File: src/rtl/preg_release_queue_if.sv
// ---------------------------------------------------------------------------
// preg_release_queue_if
// Purpose: bundles the commit-side release handshake, the free-list drain
//          lanes and the queue status/error flags of preg_release_queue.
// Signals:
//   rel_valid[IN_PORTS]          release request per commit lane
//   rel_phys[IN_PORTS][TAG_W]    tag to release per lane
//   rel_ready                    queue can take a full IN_PORTS group
//   drain_hold                   1 = suppress draining
//   free_en[OUT_PORTS]           free-list enable per lane
//   free_phys[OUT_PORTS][TAG_W]  freed tag per lane
//   count, empty                 occupancy
//   overflow_err, range_err, dbl_free_err   sticky error flags
// Modports: master = commit/free-list environment, slave = the queue.
// ---------------------------------------------------------------------------
interface preg_release_queue_if #(
    parameter int unsigned TAG_W     = 6,
    parameter int unsigned IN_PORTS  = 2,
    parameter int unsigned OUT_PORTS = 2,
    parameter int unsigned DEPTH     = 16
);
    localparam int unsigned CNT_W = $clog2(DEPTH + 1);

    logic [IN_PORTS-1:0]             rel_valid;
    logic [IN_PORTS-1:0][TAG_W-1:0]  rel_phys;
    logic                            rel_ready;
    logic                            drain_hold;
    logic [OUT_PORTS-1:0]            free_en;
    logic [OUT_PORTS-1:0][TAG_W-1:0] free_phys;
    logic [CNT_W-1:0]                count;
    logic                            empty;
    logic                            overflow_err;
    logic                            range_err;
    logic                            dbl_free_err;

    modport master (
        output rel_valid, rel_phys, drain_hold,
        input  rel_ready, free_en, free_phys, count, empty,
               overflow_err, range_err, dbl_free_err
    );

    modport slave (
        input  rel_valid, rel_phys, drain_hold,
        output rel_ready, free_en, free_phys, count, empty,
               overflow_err, range_err, dbl_free_err
    );
endinterface

File: src/rtl/preg_release_queue.sv
// ---------------------------------------------------------------------------
// preg_release_queue
// Purpose: buffers physical-register tags retired by commit (up to IN_PORTS
//          per cycle) and drains them FIFO into the free list release ports
//          (up to OUT_PORTS per cycle). Drain can be held during recovery.
// Ports:
//   clk    core clock, rising edge
//   reset  asynchronous, active-high
//   bus    preg_release_queue_if.slave (release lanes, drain hold, free lanes,
//          count/empty, sticky overflow/range/double-free errors)
// Option: define RELQ_DBL_FREE_CHECK_EN to add a pending-tag bitmap that
//         blocks double releases and reports them on dbl_free_err; when
//         undefined duplicates pass through and dbl_free_err is tied to 0.
// ---------------------------------------------------------------------------
module preg_release_queue #(
    parameter int unsigned PHYS_REGS = 48,
    parameter int unsigned TAG_W     = 6,
    parameter int unsigned IN_PORTS  = 2,
    parameter int unsigned OUT_PORTS = 2,
    parameter int unsigned DEPTH     = 16
) (
    input  logic                 clk,
    input  logic                 reset,
    preg_release_queue_if.slave  bus
);
    localparam int unsigned      PTR_W     = $clog2(DEPTH);
    localparam int unsigned      CNT_W     = $clog2(DEPTH + 1);
    localparam logic [CNT_W-1:0] OUT_MAX   = CNT_W'(OUT_PORTS);
    localparam logic [CNT_W-1:0] READY_MAX = CNT_W'(DEPTH - IN_PORTS);

    logic [TAG_W-1:0]                mem [DEPTH];
    logic [PTR_W-1:0]                rd_ptr_q, rd_ptr_d, wr_ptr_q, wr_ptr_d;
    logic [CNT_W-1:0]                count_q, count_d, n_in, n_out;
    logic                            rel_ready_q, rel_ready_d;
    logic                            empty_q, empty_d;
    logic [OUT_PORTS-1:0]            free_en_q, free_en_d;
    logic [OUT_PORTS-1:0][TAG_W-1:0] free_phys_q, free_phys_d;
    logic                            ovf_q, ovf_d, range_q, range_d;
    logic                            range_hit;
    logic [IN_PORTS-1:0]             lane_acc;
    logic [IN_PORTS-1:0][PTR_W-1:0]  lane_idx;

`ifdef RELQ_DBL_FREE_CHECK_EN
    logic [PHYS_REGS-1:0] pending_q, pending_d;
    logic                 dbl_q, dbl_d, dbl_hit, lane_dup;
`endif

    // Drain selection: uses pre-edge count so same-cycle enqueues never leave.
    always_comb begin
        n_out       = '0;
        free_en_d   = '0;
        free_phys_d = '0;
        if (!bus.drain_hold) begin
            n_out = (count_q < OUT_MAX) ? count_q : OUT_MAX;
        end
        for (int k = 0; k < OUT_PORTS; k++) begin
            if (CNT_W'(k) < n_out) begin
                free_en_d[k]   = 1'b1;
                free_phys_d[k] = mem[rd_ptr_q + PTR_W'(k)];
            end
        end
    end

    // Enqueue: filter lanes, then compact accepted ones in lane order.
    always_comb begin
        n_in      = '0;
        lane_acc  = '0;
        lane_idx  = '0;
        range_hit = 1'b0;
`ifdef RELQ_DBL_FREE_CHECK_EN
        dbl_hit   = 1'b0;
        lane_dup  = 1'b0;
`endif
        for (int i = 0; i < IN_PORTS; i++) begin
            if (bus.rel_valid[i]) begin
                if (32'(bus.rel_phys[i]) >= PHYS_REGS) begin
                    range_hit = 1'b1;
                end else if (rel_ready_q) begin
`ifdef RELQ_DBL_FREE_CHECK_EN
                    // Already queued, or already accepted on a lower lane this cycle.
                    lane_dup = pending_q[bus.rel_phys[i]];
                    for (int j = 0; j < IN_PORTS; j++) begin
                        if (j < i && lane_acc[j] && bus.rel_phys[j] == bus.rel_phys[i]) begin
                            lane_dup = 1'b1;
                        end
                    end
                    if (lane_dup) begin
                        dbl_hit = 1'b1;
                    end else begin
                        lane_acc[i] = 1'b1;
                        lane_idx[i] = wr_ptr_q + PTR_W'(n_in);
                        n_in        = n_in + CNT_W'(1);
                    end
`else
                    lane_acc[i] = 1'b1;
                    lane_idx[i] = wr_ptr_q + PTR_W'(n_in);
                    n_in        = n_in + CNT_W'(1);
`endif
                end
            end
        end
    end

    // Pointer, occupancy and status next-state.
    always_comb begin
        count_d     = count_q + n_in - n_out;
        wr_ptr_d    = wr_ptr_q + PTR_W'(n_in);
        rd_ptr_d    = rd_ptr_q + PTR_W'(n_out);
        rel_ready_d = (count_d <= READY_MAX);
        empty_d     = (count_d == '0);
        ovf_d       = ovf_q | (!rel_ready_q && (|bus.rel_valid));
        range_d     = range_q | range_hit;
    end

    always_ff @(posedge clk or posedge reset) begin
        if (reset) begin
            rd_ptr_q    <= '0;
            wr_ptr_q    <= '0;
            count_q     <= '0;
            rel_ready_q <= 1'b1;
            empty_q     <= 1'b1;
            free_en_q   <= '0;
            free_phys_q <= '0;
            ovf_q       <= 1'b0;
            range_q     <= 1'b0;
        end else begin
            rd_ptr_q    <= rd_ptr_d;
            wr_ptr_q    <= wr_ptr_d;
            count_q     <= count_d;
            rel_ready_q <= rel_ready_d;
            empty_q     <= empty_d;
            free_en_q   <= free_en_d;
            free_phys_q <= free_phys_d;
            ovf_q       <= ovf_d;
            range_q     <= range_d;
        end
    end

    // Storage array; contents are don't-care outside the occupied window.
    always_ff @(posedge clk) begin
        for (int i = 0; i < IN_PORTS; i++) begin
            if (lane_acc[i]) begin
                mem[lane_idx[i]] <= bus.rel_phys[i];
            end
        end
    end

`ifdef RELQ_DBL_FREE_CHECK_EN
    // Pending bitmap: cleared as a tag is handed to the free list, set on enqueue.
    always_comb begin
        pending_d = pending_q;
        for (int k = 0; k < OUT_PORTS; k++) begin
            if (free_en_d[k]) begin
                pending_d[free_phys_d[k]] = 1'b0;
            end
        end
        for (int i = 0; i < IN_PORTS; i++) begin
            if (lane_acc[i]) begin
                pending_d[bus.rel_phys[i]] = 1'b1;
            end
        end
        dbl_d = dbl_q | dbl_hit;
    end

    always_ff @(posedge clk or posedge reset) begin
        if (reset) begin
            pending_q <= '0;
            dbl_q     <= 1'b0;
        end else begin
            pending_q <= pending_d;
            dbl_q     <= dbl_d;
        end
    end

    assign bus.dbl_free_err = dbl_q;
`else
    assign bus.dbl_free_err = 1'b0;
`endif

    assign bus.rel_ready    = rel_ready_q;
    assign bus.free_en      = free_en_q;
    assign bus.free_phys    = free_phys_q;
    assign bus.count        = count_q;
    assign bus.empty        = empty_q;
    assign bus.overflow_err = ovf_q;
    assign bus.range_err    = range_q;
endmodule

File: src/flat_wrapper.sv
// flat-port wrapper written by rule: the top's interface ports become plain ports
module preg_release_queue_flat 
#(
    parameter int unsigned PHYS_REGS = 48,
    parameter int unsigned TAG_W     = 6,
    parameter int unsigned IN_PORTS  = 2,
    parameter int unsigned OUT_PORTS = 2,
    parameter int unsigned DEPTH     = 16
)
  (clk, reset, bus_rel_valid, bus_rel_phys, bus_drain_hold, bus_rel_ready, bus_free_en, bus_free_phys, bus_count, bus_empty, bus_overflow_err, bus_range_err, bus_dbl_free_err);
  preg_release_queue_if #(.TAG_W(TAG_W), .IN_PORTS(IN_PORTS), .OUT_PORTS(OUT_PORTS), .DEPTH(DEPTH)) bus_i ();
  input  logic clk;
  input  logic reset;
  input wire logic [$bits(bus_i.rel_valid)-1:0] bus_rel_valid;
  input wire logic [$bits(bus_i.rel_phys)-1:0] bus_rel_phys;
  input wire logic [$bits(bus_i.drain_hold)-1:0] bus_drain_hold;
  output wire logic [$bits(bus_i.rel_ready)-1:0] bus_rel_ready;
  output wire logic [$bits(bus_i.free_en)-1:0] bus_free_en;
  output wire logic [$bits(bus_i.free_phys)-1:0] bus_free_phys;
  output wire logic [$bits(bus_i.count)-1:0] bus_count;
  output wire logic [$bits(bus_i.empty)-1:0] bus_empty;
  output wire logic [$bits(bus_i.overflow_err)-1:0] bus_overflow_err;
  output wire logic [$bits(bus_i.range_err)-1:0] bus_range_err;
  output wire logic [$bits(bus_i.dbl_free_err)-1:0] bus_dbl_free_err;
  assign bus_i.rel_valid = bus_rel_valid;
  assign bus_i.rel_phys = bus_rel_phys;
  assign bus_i.drain_hold = bus_drain_hold;
  assign bus_rel_ready = bus_i.rel_ready;
  assign bus_free_en = bus_i.free_en;
  assign bus_free_phys = bus_i.free_phys;
  assign bus_count = bus_i.count;
  assign bus_empty = bus_i.empty;
  assign bus_overflow_err = bus_i.overflow_err;
  assign bus_range_err = bus_i.range_err;
  assign bus_dbl_free_err = bus_i.dbl_free_err;
  preg_release_queue #(.PHYS_REGS(PHYS_REGS), .TAG_W(TAG_W), .IN_PORTS(IN_PORTS), .OUT_PORTS(OUT_PORTS), .DEPTH(DEPTH)) u_core (.clk(clk), .reset(reset), .bus(bus_i));
endmodule
File: config.mk
export PLATFORM = sky130hd
export DESIGN_NAME = preg_release_queue_flat
export DESIGN_NICKNAME = d
export VERILOG_FILES = /design/src/rtl/preg_release_queue_if.sv /design/src/rtl/preg_release_queue.sv /design/src/flat_wrapper.sv
export SDC_FILE = /design/constraint.sdc
export NUM_CORES = 1
export LEC_CHECK = 0
export ABC_AREA = 1
export CAP_MARGIN = 30
export CORE_UTILIZATION = 54
export CTS_BUF_LIST = sky130_fd_sc_hd__clkbuf_4
export DETAILED_ROUTE_END_ITERATION = 6
export PLACE_DENSITY = 0.8
export SETUP_SLACK_MARGIN = 0.3
export SYNTH_ARGS = -nofsm -noshare
export SYNTH_HDL_FRONTEND = slang
export SYNTH_SLANG_ARGS = --single-unit
export TNS_END_PERCENT = 30
File: constraint.sdc
create_clock -name clk -period 2.72 [get_ports clk]
set_input_delay 0.544 -clock clk [delete_from_list [all_inputs] [get_ports clk]]
set_output_delay 0.544 -clock clk [all_outputs]
set_load 0.01 [all_outputs]
==> After elaboration in Yosys (flattened, before gate mapping) <==
Memories as Yosys holds them, arrays and structs flattened.
Index checks and enable logic that the tools add are counted.
{ "word_totals": {"reg_bits": 31, "word_cells": 61, "out_inout_bits": 24, "ramBits": 96, "in_bits": 17, "mem_count": 1} }
{ "classes": {"addsub": 7, "n_mux": 31, "reduce_logical": 4, "order_cmp": 6, "n_bitwise": 2} }
{ "memory_table": {"columns": ["memory", "words", "width", "read_ports", "rd_clocked_by_memory_dff", "wr", "line", "source"], "rows": [
  ["u_core.mem", 16, 6, 2, 0, 2, "preg_release_queue.sv:31", "logic [TAG_W-1:0] mem [DEPTH];"]
]} }
{ "ops": {"columns": ["cell", "count"], "rows": [
  ["$mux 5", 7],
  ["$mux 4", 6],
  ["$mux 1", 16],
  ["$add 4x4->4", 3],
  ["$ge 6x6->1 const B", 2],
  ["$mux 6", 2],
  ["$lt 1x5->1 const A", 2],
  ["$add 5x1->5 const B", 1],
  ["$add 5x5->5", 1],
  ["$le 5x4->1 const B", 1],
  ["$logic_not 5->1", 1],
  ["$lt 5x2->1 const B", 1],
  ["$sub 5x5->5", 1],
  ["$add 4x1->4 const B", 1],
  ["$or 1x1->1", 2],
  ["$reduce_or 2->1", 1],
  ["$logic_and 1x1->1", 1],
  ["$logic_not 1->1", 1]
]} }

==> Longest topological paths before layout <==
{ "depth": {"word_depth": 10, "mapped_depth": 17, "ltp_nobuf": 16} }

==> Worst setup path after synthesis <==
OpenSTA, ideal clock, no wires.
{ "synth_timing": {"path_kind": "input port to flip-flop", "from": "input port bus_rel_phys[4]", "to": "memory u_core.mem[12][0] (enable)", "path_buffers": 2, "cell_stages": 11, "required_time_ps": 2343, "setup_time_ps": 377, "t_arrival_ps": 2644, "path_slack_ps": -302, "cell_sequence": "clkbuf_1 > nand2_1 > nand3_1 > inv_1 > ha_1 > ha_1 > nor2_2 > nor3b_2 > nand2_1 > buf_2 > o21ai_0"} }
{ "synth_rtl": {"columns": ["element", "line", "source"], "rows": [
  ["start: declaration", "flat_wrapper.sv:15", "input wire logic [$bits(bus_i.rel_phys)-1:0] bus_rel_phys;"],
  ["end: declaration", "preg_release_queue.sv:31", null]
]} }

==> Worst setup path in the final report <==
{ "layout_timing": {"from": "register u_core.rel_ready_q (netlist: u_core.bus.rel_ready)", "to": "register u_core.rel_ready_q (netlist: u_core.bus.rel_ready)"} }
{ "layout_between": {"elab_chain_len": 10} }
{ "layout_lines": {"columns": ["element", "line", "source"], "rows": [
  ["start: declaration", "preg_release_queue.sv:34", "logic rel_ready_q, rel_ready_d;"],
  ["start signal: assignment", "preg_release_queue.sv:130", "rel_ready_q <= rel_ready_d;"],
  ["$mux 1", "preg_release_queue.sv:78", "end else if (rel_ready_q) begin"],
  ["$mux 5", "preg_release_queue.sv:76", "if (32'(bus.rel_phys[i]) >= PHYS_REGS) begin"],
  ["$mux 5", "preg_release_queue.sv:75", "if (bus.rel_valid[i]) begin"],
  ["$add 5x1->5", "preg_release_queue.sv:97", "n_in = n_in + CNT_W'(1);"],
  ["$mux 5", "preg_release_queue.sv:78", null],
  ["$mux 5", "preg_release_queue.sv:76", null],
  ["$mux 5 *", "preg_release_queue.sv:75", null],
  ["$add 5x5->5 *", "preg_release_queue.sv:106", "count_d = count_q + n_in - n_out;"],
  ["$sub 5x5->5 *", "preg_release_queue.sv:106", null],
  ["named net u_core.count_d[4]", "preg_release_queue.sv:33", "logic [CNT_W-1:0] count_q, count_d, n_in, n_out;"],
  ["$le 5x4->1 *", "preg_release_queue.sv:109", "rel_ready_d = (count_d <= READY_MAX);"],
  ["named net u_core.rel_ready_d", "preg_release_queue.sv:34", null]
]} }
Mark *: on every way through the listed nets, which the timed path passes. The rest lies on a longest branch.

==> flow_summary_export.csv <==
group,metric,value,unit
run_status,status,"finished with violations",
run_status,failed_checks,"design-rule violations",
synth,ys.flop_type,"edfxtp_1",
synth,synth-async-reset-ratio,24.4,%
die,fp.dieW,121,um
cells_and_area,final_cells,1242,
timing,fmax,394,MHz
die,die-area,14700,um2
grt,antenna_found_initial,1,
detailed_routing,drtIter0Drc,941,
timing,finalCriticalPeriod,2.54,ns
setup_path,crit_type,"reg2reg",
grt,grtUsageTotal,31.8,%
grt,grt_pass1_wl,34.5,mm
timing,hold_violations,0,
die,die_h,121,um
clocking,clk-insertion-delay-late,0.56,ns
timing,timing.setup.tns,0,ns
synth,ys_seq_area_share,47.7,%
synth,synth_area,7670,um2
grt,grt_max_degree,81,
setup_path,reg2reg_slack,0.18,ns
timing,setup_viol,0,
timing,maxSlewViolCount,0,
die,ioPinCount,41,
die,initial_core_util,55.3,%
clocking,cts.path.max_buffers,2,
synth,synth_top_area_share,37.6,%
timing,max-slew-margin-rel,32.7,%
detailed_routing,totalWireLength,22.4,mm
synth,synth_edf_count,96,
synth,ys_top_cells_by_count,"372 x nand2_1, 151 x nand3_1, 96 x edfxtp_1",
setup_path,r2r_cells,15,
clocking,cts_sinks,127,
cells_and_area,syn2layout_area_growth,19.1,%
job,cap_violations,0,
detailed_routing,vias_per_cell,5.87,
grt,gr-total-overflow,0,
cells_and_area,drive_above_1_share,14.9,%
timing,rsz0062_at_grt,"true",
clocking,path_clk_slew,0.11,ns
detailed_routing,vias,7290,
setup_path,crit_arrival,3.05,ns
detailed_routing,wire_per_inst,18.0,um
power_and_ir_drop,leakagePower,4.09,nW
place,io_buffers,39,
place,placed_cells,1200,
synth,synthesis.instances,990,
timing,worst_hold_slack,0.377,ns
setup_path,cp_max_fo,3,
setup_path,cp.required,3.22,ns
power_and_ir_drop,irDropWorstVdd,0.000647,V
detailed_routing,antenna_left,0,
synth,avgSynthCellArea,7.75,um2
detailed_routing,route.detailed.drc,4,
clocking,root_buffer,"clkbuf_4",
place,gp_congestion,0.986,
synth,ys_types,35,
die,fp.coreArea,13900,um2
die,rows,43,
power_and_ir_drop,power.density,1020,nW/um2
cells_and_area,nets,1085,
setup_path,critPathCaptureType,"register",
setup_path,start_kind,"register",
synth,synth_area_leaders,"edfxtp_1 38%, nand2_1 18%, nand3_1 9.8%",
power_and_ir_drop,total_power,9.36,mW
clocking,h-tree-depth,4,
place,hpwlAfterDp,15.5,mm
timing,fin_crit_sh,93.4,%
clocking,cts_buffers,17,
detailed_routing,drtPass1Iterations,7,
timing,tightest_slew,1.01,ns
setup_path,r2r-start,"u_core.bus.rel_ready",
synth,yosysMostFrequentCell,"nand2_1",
worst_hold_path,hold_class,"in2async",
synth,ys_warn_count,0,
clocking,cts_hold_buf,0,
timing,finClkSkew,0.0206,ns
synth,yosys.area.top_type,"edfxtp_1",
clocking,tritoncts,"built",
setup_path,r2r-end,"u_core.bus.rel_ready",
grt,grt_pass1_vias,6601,
synth,ys_ff_latch,127,
-- metal layers --
layer | GRT usage (%) | wire length (um) | vias up
met4 | 16.7 | 1120 | 0
li1 | - | - | 3406
met2 | 50.3 | 10400 | 466
met3 | 6.77 | 2280 | 92
met5 | 0 | 0 | -
met1 | 40.9 | 8530 | 3326
-- worst max-delay path by stage --
stage,cells past startpoint,endpoint,from,slack (ns)
global route,15,u_core.bus.empty,u_core.bus.rel_ready,0.08
detailed placement,13,u_core.bus.rel_ready,bus_rel_phys[4],-0.36
global placement,17,u_core.bus.empty,bus_rel_phys[4],-0.29
floorplan,17,u_core.bus.empty,bus_rel_phys[5],0.11
CTS,15,u_core.bus.empty,u_core.bus.rel_ready,0.19
finish,15,u_core.bus.rel_ready,u_core.bus.rel_ready,0.18
-- final cells by class --
class	count	area [um2]
antenna	1	2.50
clock buffer	21	158
clock inverter	11	97.6
fill	1109	4740
inverter	55	216
multi-input combinational	744	3810
sequential	127	3660
tap	180	225
timing repair buffer	103	968
-- layout by cell type, fill, tap and decap left out, drive strengths merged, types with 7 or more instances in the layout --
| cell type | synthesis | routed |
|---|---|---|
| a21oi | 36 | 36 |
| buf | 40 | 63 |
| clkbuf | 26 | 22 |
| clkdlybuf4s50 | 0 | 37 |
| clkinv | 1 | 10 |
| dfrtp | 29 | 29 |
| edfxtp | 96 | 96 |
| ha | 16 | 16 |
| inv | 54 | 54 |
| nand2 | 376 | 376 |
| nand3 | 154 | 154 |
| nor2 | 40 | 40 |
| o21ai | 95 | 95 |
| xor2 | 7 | 7 |
-- flip-flops by register name (all words and copies together), names as in the netlist --
signal                   count
u_core.bus.rel_ready         1
u_core.bus.empty             1
u_core.rd_ptr_q              4
u_core.bus.count             5
u_core.wr_ptr_q              4
u_core.bus.free_en           2
u_core.bus.free_phys        12
u_core.bus.overflow_err      1
u_core.bus.range_err         1
u_core.mem                  96
-- repair_timing --
action,4_1_cts,5_1_grt
gates cloned,0,2
pin swaps,0,9
setup endpoints to repair,30,146
resized for setup,5,43
setup buffers,5,2
-- through the flow --
step | instance area, um2 | setup slack (ns) | utilization, %
3_3_place_gp | 8640 | -0.287 | 62.3
5_1_grt | 9140 | 0.0775 | 65.9
2_1_floorplan | 7890 | 0.111 | -
6_report | 9140 | 0.180 | 65.9
4_1_cts | 8940 | 0.194 | 64.4
3_5_place_dp | 8640 | -0.358 | 62.3
-- cell families after synthesis --
logic type               Yosys count  share of synthesized area (%)
AND/OR/NAND/NOR                  576                           32.0
AO/OA/AOI/OAI                    134                           8.84
flip-flops                       127                           47.7
buffers and inverters            121                           6.59
adder cells (fa/ha/maj)           20                           3.65
XOR/XNOR                          10                           1.14
other                              2                         0.0979
-- worst max-delay path, stage by stage (launching register included) --
cell and delay (ns):
dfstp_2 0.61, nand3_4 0.10, inv_4 0.07, ha_4 0.13, nand2_4 0.05, fa_1 0.51, inv_2 0.05, fa_2 0.34
nand2_1 0.07, nand2_1 0.07, a21oi_1 0.14, nand2_1 0.06, nand2_1 0.08, inv_1 0.05, o21ai_1 0.08, inv_1 0.06
-- where the power goes --
part	internal [mW]	total (mW)	switching, mW	leakage (nW)
combinational	1.94	5.40	3.46	2.70
clock	0.563	1.23	0.666	0.146
sequential	2.49	2.73	0.243	1.24
total	4.99	9.36	4.37	4.09
No activity file was read; power rests on OpenSTA's default activity.
